==> src/rtl/seg7_scan_capture_if.sv <==
// rtl/seg7_scan_capture_if.sv - scanned 7-segment bus in, captured BCD frame out
interface seg7_scan_capture_if #(
  parameter int NUM_DIGITS = 4
);
  logic [6:0]              seg_in;
  logic [NUM_DIGITS-1:0]   dig_sel;
  logic [4*NUM_DIGITS-1:0] bcd_out;
  logic [NUM_DIGITS-1:0]   digit_err;
  logic                    frame_valid;
  logic                    frame_ready;
  logic                    overrun;

  modport master (
    output seg_in, dig_sel, frame_ready,
    input  bcd_out, digit_err, frame_valid, overrun
  );

  modport slave (
    input  seg_in, dig_sel, frame_ready,
    output bcd_out, digit_err, frame_valid, overrun
  );
endinterface

==> src/rtl/seg7_scan_capture.sv <==
// rtl/seg7_scan_capture.sv - debounces a multiplexed 7-segment bus and re-assembles BCD frames
module seg7_scan_capture #(
  parameter int NUM_DIGITS    = 4,
  parameter int STABLE_CYCLES = 3
) (
  input  logic                clk,
  input  logic                rst_n,
  seg7_scan_capture_if.slave  bus
);
  localparam int              IW        = (NUM_DIGITS > 1) ? $clog2(NUM_DIGITS) : 1;
  localparam int              SW        = 7 + NUM_DIGITS;
  localparam logic [3:0]      STABLE_M1 = 4'(STABLE_CYCLES - 1);
  localparam logic [IW-1:0]   LAST_IDX  = IW'(NUM_DIGITS - 1);

  typedef enum logic {SYNC, CAPTURE} state_t;

  state_t                  state_q, state_d;
  logic [SW-1:0]           samp_q, samp_d;
  logic [3:0]              cnt_q, cnt_d;
  logic [IW-1:0]           idx_q, idx_d;
  logic [4*NUM_DIGITS-1:0] shadow_bcd_q, shadow_bcd_d;
  logic [NUM_DIGITS-1:0]   shadow_err_q, shadow_err_d;
  logic                    complete_q, complete_d;
  logic [4*NUM_DIGITS-1:0] bcd_q, bcd_d;
  logic [NUM_DIGITS-1:0]   err_q, err_d;
  logic                    valid_q, valid_d;
  logic                    overrun_q, overrun_d;

  logic [SW-1:0] samp_now;
  logic          same, stable_hit, one_hot, accept, bad_strobe;
  logic          store_en, out_free;
  logic [IW-1:0] st_idx;
  logic [3:0]    code;
  logic          code_err;

  always_comb begin
    code     = 4'hE;
    code_err = 1'b1;
    case (bus.seg_in)
      7'h3F: begin code = 4'd0; code_err = 1'b0; end
      7'h06: begin code = 4'd1; code_err = 1'b0; end
      7'h5B: begin code = 4'd2; code_err = 1'b0; end
      7'h4F: begin code = 4'd3; code_err = 1'b0; end
      7'h66: begin code = 4'd4; code_err = 1'b0; end
      7'h6D: begin code = 4'd5; code_err = 1'b0; end
      7'h7D: begin code = 4'd6; code_err = 1'b0; end
      7'h07: begin code = 4'd7; code_err = 1'b0; end
      7'h7F: begin code = 4'd8; code_err = 1'b0; end
      7'h6F: begin code = 4'd9; code_err = 1'b0; end
      7'h00: begin code = 4'hF; code_err = 1'b0; end
      default: begin code = 4'hE; code_err = 1'b1; end
    endcase
  end

  always_comb begin
    state_d      = state_q;
    idx_d        = idx_q;
    shadow_bcd_d = shadow_bcd_q;
    shadow_err_d = shadow_err_q;
    complete_d   = 1'b0;
    bcd_d        = bcd_q;
    err_d        = err_q;
    valid_d      = valid_q;
    overrun_d    = 1'b0;
    store_en     = 1'b0;
    st_idx       = '0;

    // Acceptance fires only on the edge where the count passes STABLE_CYCLES-1,
    // so a long dwell saturates without re-accepting.
    samp_now   = {bus.seg_in, bus.dig_sel};
    same       = (samp_now == samp_q);
    samp_d     = samp_now;
    cnt_d      = same ? ((cnt_q == 4'hF) ? 4'hF : cnt_q + 4'd1) : 4'd1;
    stable_hit = same && (cnt_q == STABLE_M1);
    one_hot    = $onehot(bus.dig_sel);
    accept     = stable_hit && one_hot;
    bad_strobe = stable_hit && !one_hot && (|bus.dig_sel);

    case (state_q)
      SYNC: begin
        if (accept && bus.dig_sel[0]) begin
          store_en = 1'b1;
          st_idx   = '0;
          if (NUM_DIGITS == 1) begin
            complete_d = 1'b1;
          end else begin
            state_d = CAPTURE;
            idx_d   = IW'(1);
          end
        end
      end
      CAPTURE: begin
        if (accept && bus.dig_sel[idx_q]) begin
          store_en = 1'b1;
          st_idx   = idx_q;
          if (idx_q == LAST_IDX) begin
            complete_d = 1'b1;
            state_d    = SYNC;
            idx_d      = '0;
          end else begin
            idx_d = idx_q + 1'b1;
          end
        end else if (accept || bad_strobe) begin
          state_d = SYNC;
          idx_d   = '0;
        end
      end
      default: begin
        state_d = SYNC;
        idx_d   = '0;
      end
    endcase

    if (store_en) begin
      shadow_bcd_d[{st_idx, 2'b00} +: 4] = code;
      shadow_err_d[st_idx]               = code_err;
    end

    // A next-scan digit 0 needs STABLE_CYCLES >= 2 edges, so the shadow is
    // still intact on the edge after completion when it is copied out.
    out_free = !valid_q || bus.frame_ready;
    if (complete_q) begin
      if (out_free) begin
        bcd_d   = shadow_bcd_q;
        err_d   = shadow_err_q;
        valid_d = 1'b1;
      end else begin
        overrun_d = 1'b1;
      end
    end else if (valid_q && bus.frame_ready) begin
      valid_d = 1'b0;
    end
  end

  always_ff @(posedge clk) begin
    if (!rst_n) begin
      state_q      <= SYNC;
      samp_q       <= '0;
      cnt_q        <= '0;
      idx_q        <= '0;
      shadow_bcd_q <= '0;
      shadow_err_q <= '0;
      complete_q   <= 1'b0;
      bcd_q        <= '0;
      err_q        <= '0;
      valid_q      <= 1'b0;
      overrun_q    <= 1'b0;
    end else begin
      state_q      <= state_d;
      samp_q       <= samp_d;
      cnt_q        <= cnt_d;
      idx_q        <= idx_d;
      shadow_bcd_q <= shadow_bcd_d;
      shadow_err_q <= shadow_err_d;
      complete_q   <= complete_d;
      bcd_q        <= bcd_d;
      err_q        <= err_d;
      valid_q      <= valid_d;
      overrun_q    <= overrun_d;
    end
  end

  assign bus.bcd_out     = bcd_q;
  assign bus.digit_err   = err_q;
  assign bus.frame_valid = valid_q;
  assign bus.overrun     = overrun_q;
endmodule

==> src/flat_wrapper.sv <==
// flat-port wrapper written by rule: the top's interface ports become plain ports
module seg7_scan_capture_flat 
#(
  parameter int NUM_DIGITS    = 4,
  parameter int STABLE_CYCLES = 3
)
  (clk, rst_n, bus_seg_in, bus_dig_sel, bus_frame_ready, bus_bcd_out, bus_digit_err, bus_frame_valid, bus_overrun);
  seg7_scan_capture_if #(.NUM_DIGITS(NUM_DIGITS)) bus_i ();
  input  logic clk;
  input  logic rst_n;
  input wire logic [$bits(bus_i.seg_in)-1:0] bus_seg_in;
  input wire logic [$bits(bus_i.dig_sel)-1:0] bus_dig_sel;
  input wire logic [$bits(bus_i.frame_ready)-1:0] bus_frame_ready;
  output wire logic [$bits(bus_i.bcd_out)-1:0] bus_bcd_out;
  output wire logic [$bits(bus_i.digit_err)-1:0] bus_digit_err;
  output wire logic [$bits(bus_i.frame_valid)-1:0] bus_frame_valid;
  output wire logic [$bits(bus_i.overrun)-1:0] bus_overrun;
  assign bus_i.seg_in = bus_seg_in;
  assign bus_i.dig_sel = bus_dig_sel;
  assign bus_i.frame_ready = bus_frame_ready;
  assign bus_bcd_out = bus_i.bcd_out;
  assign bus_digit_err = bus_i.digit_err;
  assign bus_frame_valid = bus_i.frame_valid;
  assign bus_overrun = bus_i.overrun;
  seg7_scan_capture #(.NUM_DIGITS(NUM_DIGITS), .STABLE_CYCLES(STABLE_CYCLES)) u_core (.clk(clk), .rst_n(rst_n), .bus(bus_i));
endmodule
==> config.mk <==
export PLATFORM = sky130hd
export DESIGN_NAME = seg7_scan_capture_flat
export DESIGN_NICKNAME = d
export VERILOG_FILES = /design/src/rtl/seg7_scan_capture_if.sv /design/src/rtl/seg7_scan_capture.sv /design/src/flat_wrapper.sv
export SDC_FILE = /design/constraint.sdc
export NUM_CORES = 1
export LEC_CHECK = 0
export CAP_MARGIN = 5
export CORE_ASPECT_RATIO = 1.5
export CORE_UTILIZATION = 35
export DETAILED_ROUTE_END_ITERATION = 12
export HOLD_SLACK_MARGIN = 0.02
export PLACE_DENSITY = 0.67
export SLEW_MARGIN = 30
export SYNTH_ARGS = -nofsm -noshare
export SYNTH_HDL_FRONTEND = slang
export SYNTH_SLANG_ARGS = --single-unit
==> constraint.sdc <==
create_clock -name clk -period 4.1 [get_ports clk]
set_input_delay 0.82 -clock clk [delete_from_list [all_inputs] [get_ports clk]]
set_output_delay 0.82 -clock clk [all_outputs]
set_load 0.01 [all_outputs]
After elaboration in Yosys (flattened, before gate mapping)
Index checks and enable logic that the tools add are counted. W data, S select, Z words.

Flip-flop bits (word level): 61. Input port bits: 14. Output and inout bits: 22. Logic and storage cells: 93.

Add/sub/neg operators: 6. Magnitude comparators: 3. Eq/ne operators: 18. Shift operators: 2. Multiplexer cells: 29. Bitwise logic cells: 1. Reduce and logical (&&, ||, !) cells: 22.

Operator list (count): $eq A7 B7 Y1 const B (7); $pmux W4 S11 (1); $bwmux W16 (1); $shift A4 B6 Y16 const A (1); $shiftx A4 B6 Y16 (1); $eq A7 B3 Y1 const B (2); $mux W1 (14); $eq A11 B11 Y1 (1); $reduce_or A11 Y1 (1); $mux W2 (5); $reduce_and A2 Y1 (5); $logic_and A1 B1 Y1 (8); $pmux W2 S2 (2); $eq A7 B6 Y1 const B (1); $logic_not A7 Y1 (1); $lt A2 B3 Y1 const B (2); $neg A4 Y6 (1); $add A1 B1 Y2 (2); $add A4 B1 Y4 const B (1); $bwmux W4 (1); $eq A4 B2 Y1 const B (1); $eq A4 B4 Y1 const B (1); $mux W4 (1); $pmux W1 S2 (2); other kinds (16) (18).

Logic depth before layout (Yosys ltp)
Gate-level depths: netlist (run 1).

Depth after elaboration: 12. Mapped depth: 14. Depth with buffers taken out: 14.

Least setup slack after synthesis (run 1)
Ideal clock, no wire load.

Kind: input to register. From: input port bus_dig_sel[0]. To: register u_core.shadow_bcd_q[9]. Library setup time: 70 ps. Data arrival time: 3806 ps. Required time: 4030 ps. Setup slack: 224 ps. Stages: 14. Path buffers: 0. Cell sequence: inv_1 ha_1 ha_1 fa_1 or3b_2 nor2_1 nand4_1 a21oi_1 nand2_1 ha_1 nor2b_1 nand4_1 nand2b_1 a21oi_1.

Longest elaborated chain between the ends: 10. Elaborated cells between the ends (all ways): 19. Classes of those cells: add/sub (3); eq/ne (2); shift (2); mux (8); reduce/logical (4).

RTL lines: start, declared (RTL line flat_wrapper.sv:12) `input wire logic [$bits(bus_i.dig_sel)-1:0] bus_dig_sel;`; $add A1 B1 Y2 (implied by the code) (RTL line seg7_scan_capture.sv:75) `one_hot = $onehot(bus.dig_sel);`; $add A3 B3 Y3 (implied by the code) (RTL line seg7_scan_capture.sv:75); $eq A3 B1 Y1 (RTL line seg7_scan_capture.sv:75); $logic_and A1 B1 Y1 (RTL line seg7_scan_capture.sv:76) `accept = stable_hit && one_hot;`; $logic_and A1 B1 Y1 (RTL line seg7_scan_capture.sv:93) `if (accept && bus.dig_sel[idx_q]) begin`; $mux W2 (RTL line seg7_scan_capture.sv:93); $pmux W2 S2 (RTL line seg7_scan_capture.sv:79) `case (state_q)`; $neg A4 Y6 (RTL line seg7_scan_capture.sv:115) `shadow_bcd_d[{st_idx, 2'b00} +: 4] = code;`; $shiftx A4 B6 Y16 / $shift A4 B6 Y16 (equally long branches) (RTL line seg7_scan_capture.sv:115); $bwmux W16 (RTL line seg7_scan_capture.sv:115); end signal, assigned (RTL line seg7_scan_capture.sv:153) `shadow_bcd_q <= shadow_bcd_d;`; end, declared (RTL line seg7_scan_capture.sv:21) `logic [4*NUM_DIGITS-1:0] shadow_bcd_q, shadow_bcd_d;`.

Parallel ways exist; a longest one is shown, timed or not. The select of a mux whose other input is x is not followed. A chain may end at the register's enable or synchronous reset.

Worst setup path in the final report (run 1)
From: input port bus_dig_sel[2]. To: register u_core.shadow_bcd_q[12].

Same word-level chain as after synthesis.

==> results.toml, run 1 <==
[critical_path]
cpMostUsedCell = "ha_1"
critPathArrivalTime_ns = 4.12
r2r-start = "u_core.cnt_q[0]"
worstSetupStartpointType = "input port"
reg2regPathDepth = 12
slowest_stage = "clkdlybuf4s50_1"
path_depth = 15
critPathTopFamily = "simple AND/OR/NAND/NOR gates"
critPathCaptureType = "flip-flop"
cp.required_ns = 4.31
r2r_setup_slack_ns = 1.61
worstSetupPathType = "in2reg"
worstSetupEndpoint = "u_core.shadow_bcd_q[12]"
critPathLaunch = "bus_dig_sel[2]"
rr_endpoint = "u_core.shadow_bcd_q[12]"
crit_fanout = 5
path_cells = "clkdlybuf4s50_1 > inv_1 > ha_1 > ha_1 > fa_1 > or3b_4 > nor2_2 > nand4_1 > nand2b_2 > buf_4 > inv_1 > ha_1 > and3_1 > nand3b_1 > o21ai_0"
max_stage_delay_ns = 0.48
path_buf_inv = 4

[floorplanning]
core_um2 = 8060
dieHeight_um = 114
die-area_um2 = 8690
initial_utilization_pct = 36.1
die_x_um = 76.5
rows = 40
ios = 36

[synthesis]
syn_area_per_cell_um2 = 8.41
ys.warnings.count = 0
synth_top_family_by_area = "simple AND/OR/NAND/NOR gates"
syn_nets = 376
synth_edf_count = 0
yosys.area_share.simple_pct = 29.8
synth-adder-area-share_pct = 7.14
synth_compound_area_share_pct = 12.4
synth_ff_type = "dfxtp_1"
netlist_instances = 346
yosysSeqAreaShare_pct = 42.0
syn-cell-area_um2 = 2910
synthDistinctLibCells = 52
synth.area.mux_share_pct = 1.76
ys_ff_latch = 61
synthArstFlopShare_pct = 0
synth_xor_area_share_pct = 3.61

[sta]
finalMaxSlewViolations = 0
fmax_mhz = 256
period_share_pct = 95.4
holdWs_ns = 0.450
relSlewSlack_pct = 52.9
hold_viol = 0
period_needed_ns = 3.91
fin_skew_ns = 0.00521
tightest_slew_ns = 0.706
rsz0062_at_grt = "no"
setup_violations = 0

[routing]
firstDrtPassIters = 4
dr.first_iter.drc_count = 98
viasPerCell = 5.00
ant_nets = 0
wl_um = 6400
drc = 0
vias = 2538
wire_per_inst_um = 12.6

[placement]
numPortBuffers = 35
dp_cells = 492
detailed_place.area_um2 = 3490
place_congestion = 0.857
hpwl_um = 4690

[power]
p_total_mw = 1.44
pwr-share-comb_pct = 6.9
p_switching_uw = 312
peakVddDrop_mv = 0.208
powerDensity_nw_per_um2 = 375
switching_share_pct = 21.7
clkPwrFrac_pct = 51.2
power.internal_mw = 1.13
seqPwrFrac_pct = 41.9
p_leak_nw = 1.51

[final_layout]
final_util_pct = 47.6
fin_cells = 508
drive_above_1_share_pct = 14.6
layout_commonest_cell = "nand2_1"
synthToLayoutAreaGrowth_pct = 31.7
final_area_um2 = 3830
antenna_cells = 0
fin_nets = 428
most-common-layout-cells = "nand2_1 (65), dfxtp_1 (61), clkdlybuf4s50_1 (35)"

[global_routing]
grt_pass1_wl_um = 11000
antenna_found_initial = 0
grt_pass1_vias = 2485
gr-total-overflow = 0
grt_max_degree = 34
track_usage_pct = 16.2

[min_path]
hold_path_class = "reg2reg"

[clock_network]
clock_path_buffers = 2
clk_latency_ns = 0.33
cts_buffers = 9
cts_tree = "yes"
clk_pin_slew_ns = 0.05
cts.sink_count = 61
root_buffer = "clkbuf_16"
htreeDepth = 3
postCtsSetupBuffers = 0

[run]
maxCapViolCount = 0

[run_status]
status = "completed"
power groups by stage:
stage,Clock [mW],Combinational (mW),Sequential (mW)
2_1_floorplan,0,0.0574,0.615
3_3_place_gp,0,0.0940,0.615
3_5_place_dp,0,0.0956,0.615
4_1_cts,0.754,0.0968,0.603
5_1_grt,0.775,0.109,0.603
6_report,0.737,0.0986,0.603
logic make-up after synthesis:
kind of cell / Yosys count
AOI/OAI and AO/OA: 61
xor gates and xnor gates: 12
adders and majority gates: 16
buffers and inverters: 24
DFF: 61
muxes: 5
and+or+nand+nor: 167
sequential cells by signal, summed over array words and instances, names as in the netlist:
name and cells:
u_core.samp_q 11, u_core.idx_q 2, u_core.shadow_err_q 4, u_core.bus.overrun 1, u_core.bus.frame_valid 1, u_core.cnt_q 4
u_core.state_q 1, u_core.complete_q 1, u_core.bus.bcd_out 16, u_core.shadow_bcd_q 16, u_core.bus.digit_err 4
final cells by class:
cell class | instances | area, um^2
Clock buffer | 12 | 246
Sequential cell | 61 | 1220
Inverter | 7 | 26.3
Multi-Input combinational cell | 261 | 1640
Fill cell | 791 | 4220
Timing Repair Buffer | 58 | 523
Clock inverter | 4 | 47.5
Tap cell | 105 | 131
what timing repair did:
item                                    in CTS  in global routing
endpoints found under the setup margin       0                 16
hold buffers                                 0                  0
gates resized for setup                      0                 10
worst min-delay path by stage:
stage / from / to / slack [ns] / cells past startpoint
2_1_floorplan: u_core.shadow_bcd_q[0] / u_core.shadow_bcd_q[0] / 0.43 / 2
3_3_place_gp: u_core.shadow_err_q[3] / u_core.bus.digit_err[3] / 0.44 / 2
3_5_place_dp: u_core.shadow_bcd_q[10] / u_core.bus.bcd_out[10] / 0.45 / 2
4_1_cts: u_core.shadow_bcd_q[10] / u_core.bus.bcd_out[10] / 0.45 / 2
5_1_grt: u_core.bus.bcd_out[3] / u_core.bus.bcd_out[3] / 0.47 / 2
6_report: u_core.shadow_bcd_q[10] / u_core.bus.bcd_out[10] / 0.45 / 2
worst min-delay path: stages, from the launching register on:
cell	delay, ns
dfxtp_1	0.30
nand2_1	0.05
a21oi_1	0.05
layer usage:
metal,wire length [um],global-route usage [%],part of all wire [%]
met1,2540,15.7,40
met5,0,0,0
met3,223,4.16,3.5
met2,3440,30.4,54
met4,197,10.3,3.1
synth_stat cells (6+ instances only):
cell type | instances | share of area [%]
nand2_1 | 66 | 8.5
dfxtp_1 | 61 | 42
a21oi_1 | 30 | 5.2
nor2_1 | 20 | 2.6
nand3_1 | 18 | 3.1
ha_1 | 15 | 6.4
clkbuf_1 | 13 | 1.7
o21ai_0 | 13 | 2.2
xor2_1 | 12 | 3.6
and2_1 | 11 | 2.4
and3_1 | 8 | 1.7
inv_1 | 7 | 0.90
nand4_1 | 6 | 1.3
per-stage QoR:
step	worst slack, ns	setup TNS [ns]
final	0.189	0
after global routing	0.0337	0
after CTS	0.0402	0
after detailed placement	-0.263	-3.09
after global placement	-0.206	-2.23
after floorplan	0.224	0
Note: power is estimated with default switching activity, not from simulation.
==> run 2, diff against run 1 <==
--- a/config.mk
+++ b/config.mk
@@ -8,9 +8,11 @@
 export CAP_MARGIN = 5
 export CORE_ASPECT_RATIO = 1.5
 export CORE_UTILIZATION = 35
+export CTS_BUF_LIST = sky130_fd_sc_hd__clkbuf_4
 export DETAILED_ROUTE_END_ITERATION = 12
 export HOLD_SLACK_MARGIN = 0.02
 export PLACE_DENSITY = 0.67
+export SETUP_SLACK_MARGIN = 0.02
 export SLEW_MARGIN = 30
 export SYNTH_ARGS = -nofsm -noshare
 export SYNTH_HDL_FRONTEND = slang
==> run 2 against run 1 <==
- routed wire length down 2.1%
- global-route usage decreased by 0.35 points
- sequential cell count did not move
- clock skew increased by 0.0098 ns
- die area is the same
- cell count is 0.20% higher
- combinational power shrank 3.3%
- sequential power barely moved
- via count shrank 0.63%
- critical path type unchanged
==> results.toml, run 2 (synthesis results as in run 1) <==
[clock_network]
clk_pin_slew_ns = 0.11
cts.sink_count = 61
root_buffer = "clkbuf_4"
clk_latency_ns = 0.42
postCtsSetupBuffers = 0
clock_path_buffers = 2
cts_tree = "yes"
cts_buffers = 9
htreeDepth = 3

[critical_path]
worstSetupPathType = "in2reg"
crit_fanout = 5
critPathArrivalTime_ns = 4.18
worstSetupStartpointType = "input port"
path_cells = "clkdlybuf4s50_1 > inv_1 > ha_1 > ha_1 > fa_1 > or3b_2 > nor2_1 > nand4_1 > nand2b_1 > buf_4 > inv_1 > ha_1 > and3_1 > nand3b_1 > o21ai_0"
reg2regPathDepth = 12
cp.required_ns = 4.41
slowest_stage = "or3b_2"
critPathCaptureType = "flip-flop"
path_depth = 15
cpMostUsedCell = "ha_1"
max_stage_delay_ns = 0.49
critPathTopFamily = "simple AND/OR/NAND/NOR gates"
path_buf_inv = 4

[floorplanning]
core_um2 = 8060
ios = 36
dieHeight_um = 114
rows = 40
die-area_um2 = 8690
initial_utilization_pct = 36.1
die_x_um = 76.5

[sta]
holdWs_ns = 0.446
fmax_mhz = 258
tightest_slew_ns = 0.701
setup_violations = 0
period_share_pct = 94.6
period_needed_ns = 3.88
relSlewSlack_pct = 53.3
rsz0062_at_grt = "no"
fin_skew_ns = 0.0150
finalMaxSlewViolations = 0
hold_viol = 0

[final_layout]
drive_above_1_share_pct = 13.4
fillers = 812
synthToLayoutAreaGrowth_pct = 25.4
layout_commonest_cell = "nand2_1"
fin_nets = 428
most-common-layout-cells = "nand2_1 (66), dfxtp_1 (61), clkdlybuf4s50_1 (35)"

[power]
peakVddDrop_mv = 0.142
p_total_mw = 1.11
powerDensity_nw_per_um2 = 304
p_leak_nw = 1.42

[routing]
vias = 2522
dr.first_iter.drc_count = 90
firstDrtPassIters = 4
wl_um = 6260
ant_nets = 0
drc = 0
wire_per_inst_um = 12.3
viasPerCell = 4.95

[global_routing]
antenna_found_initial = 0
grt_pass1_vias = 2453
gr-total-overflow = 0
grt_pass1_wl_um = 10800
grt_max_degree = 34
track_usage_pct = 15.9

[placement]
place_congestion = 0.857
hpwl_um = 4690
numPortBuffers = 35

[min_path]
holdPathStages = 2
hold_path_class = "reg2reg"

[run_status]
status = "completed"

[run]
maxCapViolCount = 0
run 2: final timing paths:
kind	startpoint	to	slack, ns
worst min register to register	u_core.shadow_err_q[2]	u_core.bus.digit_err[2]	0.45
worst max-delay path	bus_dig_sel[2]	u_core.shadow_bcd_q[12]	0.22
worst min-delay path	u_core.shadow_err_q[2]	u_core.bus.digit_err[2]	0.45
worst max register to register	u_core.cnt_q[0]	u_core.shadow_bcd_q[12]	1.61
run 2: through the flow:
| stage | cells | setup TNS [ns] | worst slack, ns | utilization (%) | area (um^2) |
|---|---|---|---|---|---|
| final | 509 | 0 | 0.221 | 45.3 | 3650 |
| after global routing | 508 | 0 | 0.0363 | 45.3 | 3650 |
| after CTS | 508 | 0 | 0.186 | 45.0 | 3630 |
| after detailed placement | 492 | -3.09 | -0.263 | 43.4 | 3490 |
| after global placement | 492 | -2.23 | -0.206 | 43.4 | 3490 |
| after floorplan | 346 | 0 | 0.224 | - | 2910 |
run 2: cell type report:
cell class	count	area, um^2	share of cell area [%]
diodes	1	2.50	0.0686
clock buffers	11	82.6	2.26
clock inverters	5	51.3	1.41
inverters	7	26.3	0.720
multi-input cells	261	1610	44.2
flip-flops and latches	61	1220	33.5
well taps	105	131	3.60
repair buffers	58	523	14.3
run 2: repair_timing:
item / in CTS / in global routing
setup endpoints to repair: 0 / 5
resized for setup: 0 / 3
hold buffers: 0 / 0
run 2: worst register-to-register path: cells and delay by family (launching register included):
family          cells  cell delay (ns)
compound gates      1             0.07
fa+ha+maj           2             0.31
buf+inv             3             0.33
flops               1             0.35
simple gates        6             1.33
run 2: power by group:
part / total, mW / internal (mW) / switching, mW
Clock: 0.413 / 0.196 / 0.217
Combinational: 0.0953 / 0.0412 / 0.0541
Sequential: 0.601 / 0.598 / 0.00292
Total: 1.11 / 0.835 / 0.274
run 2: layer usage:
layer | routed length [um] | vias up | GRT usage (%)
met3 | 232 | 19 | 3.28
met2 | 3300 | 58 | 29.5
met5 | 0 | - | 0
met4 | 226 | 0 | 10.9
met1 | 2500 | 1142 | 15.7
li1 | - | 1303 | -
==> run 3, diff against run 2 <==
--- a/config.mk
+++ b/config.mk
@@ -12,7 +12,7 @@
 export DETAILED_ROUTE_END_ITERATION = 12
 export HOLD_SLACK_MARGIN = 0.02
 export PLACE_DENSITY = 0.67
-export SETUP_SLACK_MARGIN = 0.02
+export SETUP_SLACK_MARGIN = 0.2
 export SLEW_MARGIN = 30
 export SYNTH_ARGS = -nofsm -noshare
 export SYNTH_HDL_FRONTEND = slang
==> run 3 against run 2 <==
- routed wire length is 0.21% higher
- sequential cell count is the same
- non-clock buffer count is the same
- cell count decreased by 0.20%
- first-iteration DRC count is 5.6% lower
- register-to-register slack better by 0.05 ns
- clock-buffer cell count did not move
- critical path type unchanged
==> results.toml, run 3 (synthesis results as in run 1) <==
[routing]
vias = 2514
wl_um = 6280
viasPerCell = 4.95
drc = 0
wire_per_inst_um = 12.4
firstDrtPassIters = 4
ant_nets = 0
dr.first_iter.drc_count = 85

[sta]
relSlewSlack_pct = 53.4
setup_slack_ns = 0.359
hold_viol = 0
fmax_mhz = 267
tightest_slew_ns = 0.698
period_needed_ns = 3.74
period_share_pct = 91.3
setup-tns-final_ns = 0
fin_skew_ns = 0.0139
rsz0062_at_grt = "yes"
finalMaxSlewViolations = 0
setup_violations = 0

[global_routing]
grt_pass1_vias = 2453
grt_pass1_wl_um = 10800
gr-total-overflow = 0
antenna_found_initial = 0
track_usage_pct = 15.9
grt_max_degree = 34

[floorplanning]
die_x_um = 76.5
initial_utilization_pct = 36.1
core_um2 = 8060
rows = 40
ios = 36
dieHeight_um = 114
die-area_um2 = 8690

[placement]
place_congestion = 0.857
detailed_place.area_um2 = 3490
numPortBuffers = 35
hpwl_um = 4690
dp_worst_setup_slack_ns = -0.263

[run]
maxCapViolCount = 0

[critical_path]
worstSetupPathType = "in2reg"
critPathLaunch = "bus_dig_sel[2]"
r2r-start = "u_core.cnt_q[0]"
cp.required_ns = 4.44
critPathArrivalTime_ns = 4.08
worstSetupEndpoint = "u_core.shadow_bcd_q[8]"
critPathCaptureType = "flip-flop"
worstSetupStartpointType = "input port"
rr_endpoint = "u_core.shadow_bcd_q[8]"
reg2regPathDepth = 12
crit_fanout = 5
r2r_setup_slack_ns = 1.66

[final_layout]
most-common-layout-cells = "nand2_1 (65), dfxtp_1 (61), clkdlybuf4s50_1 (35)"
drive_above_1_share_pct = 14.9
synthToLayoutAreaGrowth_pct = 26.4
antenna_cells = 0
fin_nets = 428
final_area_um2 = 3680
fillers = 810
layout_commonest_cell = "nand2_1"
final_util_pct = 45.7

[clock_network]
clock_path_buffers = 2
clk_pin_slew_ns = 0.11
root_buffer = "clkbuf_4"
cts.sink_count = 61
cts_tree = "yes"
cts_buffers = 9
clk_latency_ns = 0.42
htreeDepth = 3
postCtsSetupBuffers = 0
ctsHoldBuffers = 0

[power]
powerDensity_nw_per_um2 = 302
p_leak_nw = 1.44
peakVddDrop_mv = 0.133

[run_status]
status = "completed"

[min_path]
hold_path_class = "reg2reg"
[run 3: worst min path at each step]
stage	start	end	slack (ns)	cells after the start
floorplan	u_core.shadow_bcd_q[0]	u_core.shadow_bcd_q[0]	0.43	2
global placement	u_core.shadow_err_q[3]	u_core.bus.digit_err[3]	0.44	2
detailed placement	u_core.shadow_bcd_q[10]	u_core.bus.bcd_out[10]	0.45	2
CTS	u_core.shadow_bcd_q[5]	u_core.bus.bcd_out[5]	0.46	2
global route	u_core.shadow_err_q[2]	u_core.bus.digit_err[2]	0.47	2
finish	u_core.shadow_err_q[2]	u_core.bus.digit_err[2]	0.45	2
[run 3: stage by stage]
stage                     hold WS [ns]  instances  power (mW)
after floorplan                  0.430        346       0.672
after global placement           0.441        492       0.709
after detailed placement         0.446        492       0.711
after CTS                        0.458        508        1.13
after global routing             0.474        508        1.16
final                            0.446        508        1.11
[run 3: timing repair]
action / in CTS / in global routing
pin swaps: 0 / 4
setup endpoints to repair: 3 / 16
endpoints found under the hold margin: 0 / 0
resized for setup: 1 / 11
[run 3: critical path, stage by stage]
cell and delay, ns:
clkdlybuf4s50_1 0.48, inv_1 0.06, ha_1 0.29, ha_1 0.21, fa_1 0.42, or3b_4 0.41
nor2_2 0.09, nand4_1 0.16, a21oi_2 0.19, nand2_2 0.10, ha_4 0.31, nor2b_4 0.14
nand4_1 0.11, buf_4 0.17, o21ai_0 0.14
[run 3: layout make-up]
cell class / count / area, um^2 / area share, %
Timing Repair Buffer: 58 / 523 / 14.2
Sequential cell: 61 / 1220 / 33.2
Tap cell: 105 / 131 / 3.57
Clock buffer: 11 / 82.6 / 2.24
Clock inverter: 5 / 51.3 / 1.39
Inverter: 7 / 26.3 / 0.714
Multi-Input combinational cell: 261 / 1640 / 44.7
[run 3: report_power, final]
part	internal, mW	switching [mW]	total [mW]
clock network	0.196	0.216	0.412
logic	0.0427	0.0552	0.0979
registers	0.598	0.00292	0.601
[run 3: per-layer routing]
layer / global-route usage, % / vias up / share of wire [%]
li1: - / 1303 / -
met3: 3.28 / 18 / 2.9
met1: 15.7 / 1147 / 41
met4: 10.9 / 0 / 3.6
met2: 29.5 / 46 / 53
met5: 0 / - / 0
